### config.mk
export PLATFORM = sky130hd
export DESIGN_NAME = regfile_sb
export DESIGN_NICKNAME = d
export VERILOG_FILES = /design/src/rtl/regfile_sb.sv
export SDC_FILE = /design/constraint.sdc
export NUM_CORES = 2
export LEC_CHECK = 0
export CAP_MARGIN = 10
export CORE_UTILIZATION = 45
export DETAILED_ROUTE_END_ITERATION = 8
export PLACE_DENSITY = 0.71
export SLEW_MARGIN = 40
export SYNTH_ARGS = -nofsm -noshare
export SYNTH_HDL_FRONTEND = slang
export SYNTH_SLANG_ARGS = --single-unit
### constraint.sdc
create_clock -name clk -period 5.4 [get_ports clk]
set_clock_uncertainty 0.1 [all_clocks]
set_input_delay 0.54 -clock clk [delete_from_list [all_inputs] [get_ports clk]]
set_output_delay 0.54 -clock clk [all_outputs]
set_load 0.01 [all_outputs]
### src/rtl/regfile_sb.sv
// regfile_sb: parametrised register file with a per-register busy scoreboard.
// Two combinational read ports, one synchronous write port and a debug tap.
// Register 0 always reads zero and can never be marked busy.
// Optional feature macro: REGFILE_BYPASS_EN. When it is defined, a same-cycle
// write is forwarded to a read port that addresses the same register.
module regfile_sb #(
  parameter int DW      = 32,
  parameter int AW      = 5,
  parameter int DBG_IDX = 17,
  parameter int CNT_W   = 6
) (
  input  logic             clk,
  input  logic             rst,
  input  logic             we,
  input  logic [AW-1:0]    waddr,
  input  logic [DW-1:0]    wdata,
  input  logic [AW-1:0]    raddr_a,
  output logic [DW-1:0]    rdata_a,
  output logic             rbusy_a,
  input  logic [AW-1:0]    raddr_b,
  output logic [DW-1:0]    rdata_b,
  output logic             rbusy_b,
  input  logic             iss_valid,
  input  logic [AW-1:0]    iss_addr,
  output logic             iss_stall,
  output logic [CNT_W-1:0] busy_cnt,
  output logic [DW-1:0]    dbg_data
);

  localparam int DEPTH = 2 ** AW;

  logic [DW-1:0]    regs_reg [DEPTH];
  logic [DEPTH-1:0] busy_reg;
  logic [DEPTH-1:0] busy_next;
  logic [CNT_W-1:0] busy_cnt_reg;
  logic [CNT_W-1:0] busy_cnt_next;

  logic wr_en;
  logic set_en;
  logic clr_en;
  logic cnt_inc;
  logic cnt_dec;

  // A real write needs a nonzero target; writes to r0 vanish.
  assign wr_en = we & (waddr != '0);

  // A pending issue to a busy register is refused unless the same cycle
  // retires that register's outstanding writeback.
  assign iss_stall = iss_valid & (iss_addr != '0) & busy_reg[iss_addr]
                   & ~(we & (waddr == iss_addr));

  assign set_en = iss_valid & ~iss_stall & (iss_addr != '0);
  assign clr_en = wr_en & busy_reg[waddr];

  // Busy next-state per register; set has priority over a same-cycle clear.
  assign busy_next[0] = 1'b0;
  generate
    for (genvar gi = 1; gi < DEPTH; gi++) begin : g_busy
      assign busy_next[gi] = (set_en & (iss_addr == AW'(gi)))
                           | (busy_reg[gi] & ~(we & (waddr == AW'(gi))));
    end
  endgenerate

  // Count tracks busy[] incrementally: at most one bit rises and one falls.
  // A set onto an already-busy register only happens together with its own
  // clear, so it nets to zero; likewise a clear cancelled by a same-address set.
  assign cnt_inc = set_en & ~busy_reg[iss_addr];
  assign cnt_dec = clr_en & ~(set_en & (iss_addr == waddr));
  assign busy_cnt_next = busy_cnt_reg + CNT_W'(cnt_inc) - CNT_W'(cnt_dec);

  // Register array: cleared by reset, written on the rising edge.
  always_ff @(posedge clk or negedge rst) begin
    if (!rst) begin
      for (int i = 0; i < DEPTH; i++) begin
        regs_reg[i] <= '0;
      end
    end else if (wr_en) begin
      regs_reg[waddr] <= wdata;
    end
  end

  // Scoreboard state and its population count update together.
  always_ff @(posedge clk or negedge rst) begin
    if (!rst) begin
      busy_reg     <= '0;
      busy_cnt_reg <= '0;
    end else begin
      busy_reg     <= busy_next;
      busy_cnt_reg <= busy_cnt_next;
    end
  end

  assign busy_cnt = busy_cnt_reg;
  assign dbg_data = regs_reg[DBG_IDX];

`ifdef REGFILE_BYPASS_EN
  // Forward the in-flight write to a matching read port; its busy bit reads clear.
  always_comb begin
    rdata_a = regs_reg[raddr_a];
    rbusy_a = busy_reg[raddr_a];
    rdata_b = regs_reg[raddr_b];
    rbusy_b = busy_reg[raddr_b];
    if (wr_en && (waddr == raddr_a)) begin
      rdata_a = wdata;
      rbusy_a = 1'b0;
    end
    if (wr_en && (waddr == raddr_b)) begin
      rdata_b = wdata;
      rbusy_b = 1'b0;
    end
  end
`else
  // Reads see registered contents only; r0 is never written so it reads 0.
  always_comb begin
    rdata_a = regs_reg[raddr_a];
    rbusy_a = busy_reg[raddr_a];
    rdata_b = regs_reg[raddr_b];
    rbusy_b = busy_reg[raddr_b];
  end
`endif

endmodule

==> out/metrics.csv <==
stage;metric;value;unit
outcome;outcome;finished clean;
global_route;wire length of the first global-routing pass;243000;microns
yosys;Post-synth EDFFs;0;
yosys;Synthesis Warnings;0;
yosys;synthesized cell area;0.0569;sq mm
setup_path;critical path's largest stage delay;0.92;ns
setup_path;worst r2r path cells;12;
sta;Hold Fails Final Rpt;0;
job;Max Cap Viol;0;
sta;fin crit share;0.769;
sta;Worst slew margin;0.423;
yosys;top_reg_cell synth;dfrtp_1;
yosys;Adder-Cell Fraction of Synth Area;0.00167;
yosys;post-synthesis area per instance;16.6;sq um
min_path;worst hold-check path type;in -> async;
setup_path;startpoint types;input port;
global_route;initial antenna violation count;9;
setup_path;crit path capture type;output port;
setup_path;Worst Path Buf+Inv;2;
placement;port bufs;160;
detailed_routing;drt pass-1 iters;5;
final_layout;Finished Cell Area;0.0638;sq mm
power_and_ir_drop;VDD IR max;0.310;mV
setup_path;Reg2Reg Capture Point;busy_cnt[4]$_DFF_PN0_;
yosys;Synth Area in XOR/XNOR;0.00154;
power_and_ir_drop;Clock power frac;0.329;
setup_path;Critical Path AT;3.51;ns
final_layout;filler instances;10100;
final_layout;leading cell type in the layout, fill and taps excluded;mux2_2;
die;die area;0.128;sq mm
cts;Num Clock Sinks;1061;
setup_path;reg2reg setup slack;2.10;ns
setup_path;Req. time, crit path;4.76;ns
yosys;post-synthesis mux area share;0.478;
setup_path;CP cell instances;clkdlybuf4s50_1, mux4_2, a211oi_1, a21o_1, nor2b_1, clkdlybuf4s50_1;
die;core footprint;0.125;sq mm
sta;Setup TNS Final;0;ns
detailed_routing;Remaining DRCs;0;
final_layout;number of flip-flops in the largest register;992;
power_and_ir_drop;Pint;17.7;mW
power_and_ir_drop;PwrDens;380;mW/mm^2
setup_path;CP max stage cell;clkdlybuf4s50_1;
sta;Pins Over Slew Limit;0;
power_and_ir_drop;Comb pwr share;0.231;
yosys;Syn Inst Count;3427;
sta;Tmin final;4.15;ns
die;IO Count;161;
yosys;syn_nets;3490;
detailed_routing;Iter 0 DRT Violations;3317;
setup_path;top fanout value on the critical path;15;
global_route;GR Overflow Total;0;
placement;placed instance area;0.0600;sq mm
cts;H-tree depth;3;
die;DIE HEIGHT;357;microns
global_route;largest net degree at the start of global routing;154;
detailed_routing;via count of the routed design;33400;
global_route;All-Layer GR Usage;0.261;
yosys;simple-gate share of the synthesized area;0.00858;
yosys;Compound-Gate Fraction of Synth Area;0.00750;
detailed_routing;routed wire length;163000;microns
yosys;Synth cell types;43;
final_layout;layout overhead on the synthesized area;12.3;%
setup_path;r2r startpoint;busy_reg[10]$_DFF_PN0_;
power_and_ir_drop;Seq pwr share;0.440;
detailed_routing;Post-DRT Antenna Nets;0;
yosys;Seq cells post-synth;1061;
cts;# hold bufs at CTS;1;
cts;later-pin clock latency in the skew report;0.73;ns
placement;GP Congestion;0.854;
sta;Worst Tran Pin Value;0.865;ns
cts;post-CTS setup buffers;0;
yosys;sequential share of the synthesized area;0.467;
final_layout;NumNets Final;3452;
power_and_ir_drop;leakage;26.8;nW
cts;Clock Tree Buf Depth;3;
die;die span in x;357;microns
power_and_ir_drop;Switch Pwr;6.59;mW
global_route;vias in the first global route;34800;
yosys;FFs w/ async S/R, synth;1.00;
final_layout;most frequent cells in the layout;1,064 x mux2_2, 1,061 x dfrtp_1, 672 x mux4_2;
detailed_routing;drt wl/cell;31.8;microns
sta;# setup viols final;0;
detailed_routing;drt via density;6.50;
die;initial core utilization;0.453;
sta;Fmax;241;MHz
cts;Clock Root Buffer;clkbuf_16;
cts;clock transition at the registers of the reported paths;0.06;ns
cts;CTS tree;done;
placement;Post-DP HPWL;98100;microns
setup_path;Top cell by count, worst path;clkdlybuf4s50_1;
setup_path;CP top delay family;buffers and inverters;
power_and_ir_drop;sw frac;0.272;
die;# rows;130;
cts;Num CTS Buffers;113;
final_layout;layout cells sized above 1;0.606;
yosys;combinational family with the most area after synthesis;multiplexers;
setup_path;critical path class;in -> out;
cts;Post-CTS Resized;0;
sta;unrepaired setup endpoints after global routing;no;
-- cell families (layout without fill, tap and decap cells) --
| logic type | after synthesis | after routing |
|---|---|---|
| AO/OA/AOI/OAI | 56 | 56 |
| XOR/XNOR | 10 | 10 |
| adder cells (fa/ha/maj) | 7 | 7 |
| buffers and inverters | 450 | 503 |
| flip-flops | 1061 | 1061 |
| multiplexers | 1740 | 1740 |
| other | 0 | 3 |
| AND/OR/NAND/NOR | 103 | 103 |
-- cells in the mapped netlist, drive strengths merged (2+ instances only) --
library cell	number	share of area
nand3b	2	0.00026
mux2i	4	0.00070
dfrtp	1061	0.47
nand2	37	0.0024
mux4	672	0.27
xnor2	10	0.0015
inv	24	0.0016
nor3b	2	0.00026
o211ai	3	0.00040
a21oi	4	0.00035
nor2	26	0.0017
nand3	6	0.00053
and3	3	0.00033
clkbuf	223	0.015
o21ai	13	0.0011
or2	5	0.00055
a22o	2	0.00031
o22ai	4	0.00044
a32o	16	0.0028
buf	203	0.020
a41o	2	0.00035
ha	6	0.0013
nand2b	2	0.00022
mux2	1064	0.21
a21o	4	0.00053
nor2b	11	0.0012
and2	6	0.00066
o21a	2	0.00026
-- per-stage QoR --
stage                     utilization  std cells  setup slack, ns  hold WS [ns]  power [mW]
after floorplan                     -       3427             1.79         0.144        14.5
after global placement          0.478       4917            0.942         0.276        16.2
after detailed placement        0.478       4921            0.918         0.283        16.4
after CTS                       0.509       5128             1.22         0.282        24.4
after global routing            0.509       5130             1.11         0.214        25.3
final                           0.509       5133             1.25         0.192        24.3
-- worst max path at each step --
stage,startpoint,endpoint,slack [ns],cells past startpoint
6_report,iss_addr[0],iss_stall,1.25,6
5_1_grt,iss_addr[0],iss_stall,1.11,6
4_1_cts,iss_addr[1],iss_stall,1.22,7
3_5_place_dp,iss_addr[1],busy_cnt[4]$_DFF_PN0_,0.92,15
3_3_place_gp,iss_addr[1],busy_cnt[4]$_DFF_PN0_,0.94,15
2_1_floorplan,waddr[0],busy_cnt[4]$_DFF_PN0_,1.79,14
-- layout make-up --
class                   count  area [sq um]  area share
multi-input cells        1916         28400       0.446
diodes                      3          7.51    0.000118
flip-flops and latches   1061         26600       0.416
repair buffers            273          2890      0.0453
clock buffers             160          3270      0.0512
inverters                  24          90.1     0.00141
well taps                1650          2060      0.0323
clock inverters            46           526     0.00823
-- power groups by stage --
| stage | registers, mW | clock network, mW | logic (mW) |
|---|---|---|---|
| after global routing | 10.9 | 8.42 | 5.96 |
| after detailed placement | 10.8 | 0 | 5.60 |
| after global placement | 10.7 | 0 | 5.51 |
| after floorplan | 10.4 | 0 | 4.11 |
| after CTS | 10.6 | 8.10 | 5.63 |
| final | 10.7 | 7.98 | 5.59 |
-- metal layers --
metal / track usage / wire length (microns) / vias up
li1: - / - / 13300
met1: 0.373 / 69000 / 18500
met2: 0.397 / 76000 / 1291
met3: 0.0641 / 13600 / 276
met4: 0.0760 / 4570 / 12
met5: 0 / 83 / -
Power figures use the tool's default switching activity.
